[src/rtl/div_pkg.sv]
// Shared constants for the multi-cycle divider: FSM state codes and EX handshake levels.
package div_pkg;

    localparam logic [1:0] DIV_FREE   = 2'b00;
    localparam logic [1:0] DIV_BYZERO = 2'b01;
    localparam logic [1:0] DIV_ON     = 2'b10;
    localparam logic [1:0] DIV_END    = 2'b11;

    localparam logic DIV_START        = 1'b1;
    localparam logic DIV_STOP         = 1'b0;
    localparam logic DIV_RESULT_READY = 1'b1;

endpackage

[src/rtl/div.sv]
// Restoring shift-subtract divider for DIV/DIVU: one quotient bit per clock, result held
// on result_o while EX keeps start_i asserted.
module div
    import div_pkg::*;
#(
    parameter int DATA_W = 32
) (
    input  logic                  clk,
    input  logic                  rst,
    input  logic                  signed_div_i,
    input  logic [DATA_W-1:0]     opdata1_i,
    input  logic [DATA_W-1:0]     opdata2_i,
    input  logic                  start_i,
    input  logic                  annul_i,
    output logic [2*DATA_W-1:0]   result_o,
    output logic                  ready_o
);

    localparam int CNT_W = $clog2(DATA_W + 1);

    logic [1:0]        state;
    logic [CNT_W-1:0]  cnt;
    logic [DATA_W-1:0] rem;
    logic [DATA_W-1:0] dq;
    logic [DATA_W-1:0] dvsr;
    logic [DATA_W:0]   minuend;
    logic [DATA_W:0]   trial;
    logic [DATA_W-1:0] rem_nxt;
    logic [DATA_W-1:0] quo_nxt;
    logic              go;
    logic              neg_quo;
    logic              neg_rem;
    logic              last_iter;

    // Two's-complement negate when requested; |0x80..0| stays 0x80..0, which is correct unsigned.
    function automatic logic [DATA_W-1:0] cond_neg(input logic [DATA_W-1:0] v, input logic neg);
        return neg ? -v : v;
    endfunction

    assign go        = (start_i == DIV_START) && !annul_i;
    assign neg_quo   = signed_div_i && (opdata1_i[DATA_W-1] ^ opdata2_i[DATA_W-1]);
    assign neg_rem   = signed_div_i && opdata1_i[DATA_W-1];
    assign last_iter = (cnt == CNT_W'(DATA_W - 1));

    // dq holds the unconsumed dividend bits at the top and the quotient bits shifted in below.
    always_comb begin
        minuend = {rem, dq[DATA_W-1]};
        trial   = minuend - {1'b0, dvsr};
        if (trial[DATA_W]) begin
            rem_nxt = minuend[DATA_W-1:0];
            quo_nxt = {dq[DATA_W-2:0], 1'b0};
        end else begin
            rem_nxt = trial[DATA_W-1:0];
            quo_nxt = {dq[DATA_W-2:0], 1'b1};
        end
    end

    always_ff @(posedge clk) begin
        if (rst) begin
            state    <= DIV_FREE;
            cnt      <= '0;
            ready_o  <= 1'b0;
            result_o <= '0;
        end else begin
            case (state)
                DIV_FREE: begin
                    ready_o  <= 1'b0;
                    result_o <= '0;
                    if (go) begin
                        cnt   <= '0;
                        state <= (opdata2_i == '0) ? DIV_BYZERO : DIV_ON;
                    end
                end
                DIV_BYZERO: state <= DIV_END;
                DIV_ON: begin
                    if (!go) begin
                        state <= DIV_FREE;
                    end else begin
                        cnt <= cnt + CNT_W'(1);
                        if (last_iter)
                            state <= DIV_END;
                    end
                end
                default: begin
                    if (start_i == DIV_START) begin
                        result_o <= {rem, dq};
                        ready_o  <= DIV_RESULT_READY;
                    end else begin
                        state    <= DIV_FREE;
                        ready_o  <= 1'b0;
                        result_o <= '0;
                    end
                end
            endcase
        end
    end

    // Datapath registers carry no reset; the FSM decides when their contents matter.
    always_ff @(posedge clk) begin
        case (state)
            DIV_FREE: begin
                if (go) begin
                    rem  <= '0;
                    dq   <= cond_neg(opdata1_i, signed_div_i && opdata1_i[DATA_W-1]);
                    dvsr <= cond_neg(opdata2_i, signed_div_i && opdata2_i[DATA_W-1]);
                end
            end
            DIV_BYZERO: begin
                rem <= '0;
                dq  <= '0;
            end
            DIV_ON: begin
                if (go) begin
                    if (last_iter) begin
                        rem <= cond_neg(rem_nxt, neg_rem);
                        dq  <= cond_neg(quo_nxt, neg_quo);
                    end else begin
                        rem <= rem_nxt;
                        dq  <= quo_nxt;
                    end
                end
            end
            default: ;
        endcase
    end

endmodule

[config.mk]
export PLATFORM = sky130hd
export DESIGN_NAME = div
export DESIGN_NICKNAME = d
export VERILOG_FILES = /design/src/rtl/div_pkg.sv /design/src/rtl/div.sv
export SDC_FILE = /design/constraint.sdc
export NUM_CORES = 1
export LEC_CHECK = 0
export CAP_MARGIN = 40
export CORE_MARGIN = 4
export CORE_UTILIZATION = 50
export DETAILED_ROUTE_END_ITERATION = 10
export PLACE_DENSITY = 0.74
export SLEW_MARGIN = 20
export SYNTH_ARGS = -nofsm -noshare
export SYNTH_HDL_FRONTEND = slang
export SYNTH_SLANG_ARGS = --single-unit
[constraint.sdc]
create_clock -name clk -period 7.1 [get_ports clk]
set_input_delay 2.13 -clock clk [delete_from_list [all_inputs] [get_ports clk]]
set_output_delay 2.13 -clock clk [all_outputs]
set_load 0.02 [all_outputs]
==> results.cfg <==
[outcome]
status = completed

[detailed_routing]
viasPerCell = 6.106
dr.first_iter.drc_count = 864
firstDrtPassIters = 7
vias = 10410
remaining_drc_errors = 0
wl_per_cell_um = 18.55
final_antenna_net_count = 0
routed_wl_um = 31620

[synth]
async_flop_share_pct = 0
seq_area_frac_synth_pct = 37.89
ys_warn_count = 0
syn_nets = 1420
synthCells = 1309
syn_area_per_cell_um2 = 8.758
synth_cell_types = 82
ys_seq_elements = 169
syn-cell-area_um2 = 11460
synth_edf_count = 96
ys.flop_type = edfxtp_1

[global_route]
grt_max_degree = 71
gr-usage-all-layers_pct = 24.23
antenna_found_initial = 0
grt_pass1_wl_um = 51180
globalRouteOverflowTotal = 0
grt_pass1_vias = 9901

[final_layout]
final_cell_mix = nor2_1, clkdlybuf4s50_1, edfxtp_1
areaGrowthSynthToFinish_pct = 18.68
drive_above_1_share_pct = 5.915
utilization_pct = 60.28
num-nets-final = 1518
layout_commonest_cell = nor2_1
n_antenna_cell = 0

[clock_network]
tritoncts = yes
cts_setup_buffers = 0
insertion_delay_ps = 430
ctsHoldBuffers = 0
cts_root_buf = clkbuf_16
post_cts_resized = 0
cts_buffers = 17
cts_max_path_buffers = 2
cts.sinks = 169
clk_pin_slew_worst_paths_ps = 80
cts_max_level = 4

[sta]
worstMarginPinSlew_ps = 829.9
fmax_ghz = 0.1823
period_needed_ps = 5486
tns_ps = 0
rsz0062_at_grt = no
fin_ws_ps = 1614
maxSlewHeadroom_pct = 44.16
clock_skew_ps = 15.13
min_period_over_period_pct = 77.27
setup_viol = 0
hold_violations = 0
finalMaxSlewViolations = 0

[die]
ioPinCount = 134
core_um2 = 22570
dieHeight_um = 159.4
die-area_um2 = 25420
die_w_um = 159.4
rows = 55
start_util_pct = 50.79

[power]
p_seq_share_pct = 38.0
peakVddDrop_mv = 0.1819
leakage_uw = 0.004953
p_sw_share_pct = 37.27
powerDensity_nw_per_um2 = 241.5
p_comb_share_pct = 34.1
p_switching_uw = 1225
intPower_uw = 2061
clockPowerShare_pct = 27.9
power.total_uw = 3286

[setup_path]
worstPathMaxFanout = 32
worstSetupPathType = register to register
regToRegSetupSlack_ps = 1610
worst_setup_path_start_kind = register
required_ps = 7270
crit_arrival_ps = 5660
cp-end-kind = register

[placed_design]
io_buffer_count = 133
place_congestion = 0.9312
place_ws_ps = 1716
dp_hpwl_um = 23480

[min_path]
hold_path_class = register to register

[run]
max-cap-violations = 0
-- Yosys cell counts, types with 14 or more instances --
master | instances | area, µm²
nor2_1 | 179 | 671.9
edfxtp_1 | 96 | 2883
a21oi_1 | 91 | 455.4
nand2_1 | 81 | 304.0
dfxtp_1 | 73 | 1461
xor2_1 | 70 | 613.1
a22oi_1 | 67 | 503.0
xnor2_1 | 67 | 586.8
o21ai_0 | 57 | 285.3
inv_1 | 51 | 191.4
clkbuf_1 | 49 | 183.9
ha_1 | 41 | 513.0
nor3_1 | 34 | 170.2
o22ai_1 | 30 | 187.7
o31ai_1 | 26 | 195.2
nand3_1 | 21 | 105.1
a31oi_1 | 17 | 106.4
mux2i_1 | 17 | 170.2
nor4_1 | 17 | 106.4
or3_1 | 17 | 106.4
and2_1 | 16 | 100.1
a21o_1 | 15 | 112.6
nand4_1 | 14 | 87.58
-- kinds of logic (layout without fill, tap and decap cells) --
kind of cell	count (synthesis)	count (layout)	share of synthesized area [%]
adders and majority gates	42	42	4.649
buffers and inverters	119	230	4.092
and+or+nand+nor	436	436	18.51
muxes	18	18	1.582
AOI/OAI and AO/OA	388	388	22.81
xor gates and xnor gates	137	137	10.47
DFF	169	169	37.89
-- final cells by class --
class	count	area [µm²]
flip-flops and latches	169	4344
fillers	2017	8965
clock inverters	13	128.9
inverters	53	198.9
well taps	285	356.6
repair buffers	145	1451
clock buffers	19	442.9
multi-input cells	1021	6684
-- layer usage --
layer  part of all wire [%]  GRT usage, %
met3                    5.4         3.313
met2                     47         39.14
met1                     44         33.31
met4                    3.1         9.034
met5                      0             0
-- per-stage QoR --
stage | area [µm²] | instances | hold slack [ps]
final | 13610 | 1705 | 507.1
after global routing | 13610 | 1705 | 541.2
after CTS | 13610 | 1705 | 507.9
after detailed placement | 13040 | 1673 | 490.3
after global placement | 12980 | 1670 | 473.5
after floorplan | 11460 | 1309 | 458.3
-- power by group through the flow --
stage / sequential [µW] / combinational, µW / clock, µW
after floorplan: 1260 / 774 / 0
after global placement: 1270 / 1080 / 0
after detailed placement: 1270 / 1110 / 0
after CTS: 1250 / 1110 / 927
after global routing: 1260 / 1230 / 964
final: 1250 / 1120 / 917
-- worst max-delay path: stages, from the launching register on --
cell and delay, ps:
edfxtp_1 430, inv_1 60, ha_1 240, fa_1 420
nand2b_2 230, a211oi_4 320, o21ai_2 150, o31ai_4 440
a211oi_4 220, nor2_4 120, buf_4 360, inv_2 110
a21oi_1 210, ha_1 310, o2111ai_1 180, a21oi_1 190
nand4_1 130, a222oi_1 430, o2111a_2 350, a31oi_1 110
xnor2_1 170, nor2_1 50
-- worst paths after layout --
path,start,end,cells past startpoint
worst max-delay path,dq[31]$_DFFE_PP_,rem[28]$_SDFFCE_PN0P_,21
worst min-delay path,ready_o$_SDFFE_PP0P_,ready_o$_SDFFE_PP0P_,2
worst max register to register,dq[31]$_DFFE_PP_,rem[28]$_SDFFCE_PN0P_,21
worst min register to register,ready_o$_SDFFE_PP0P_,ready_o$_SDFFE_PP0P_,2
-- registers in the layout, indices dropped and copies added, names as in the netlist --
register / cells
dq: 32
rem: 32
dvsr: 32
state: 2
result_o: 64
ready_o: 1
cnt: 6
Power figures use the tool's default switching activity.
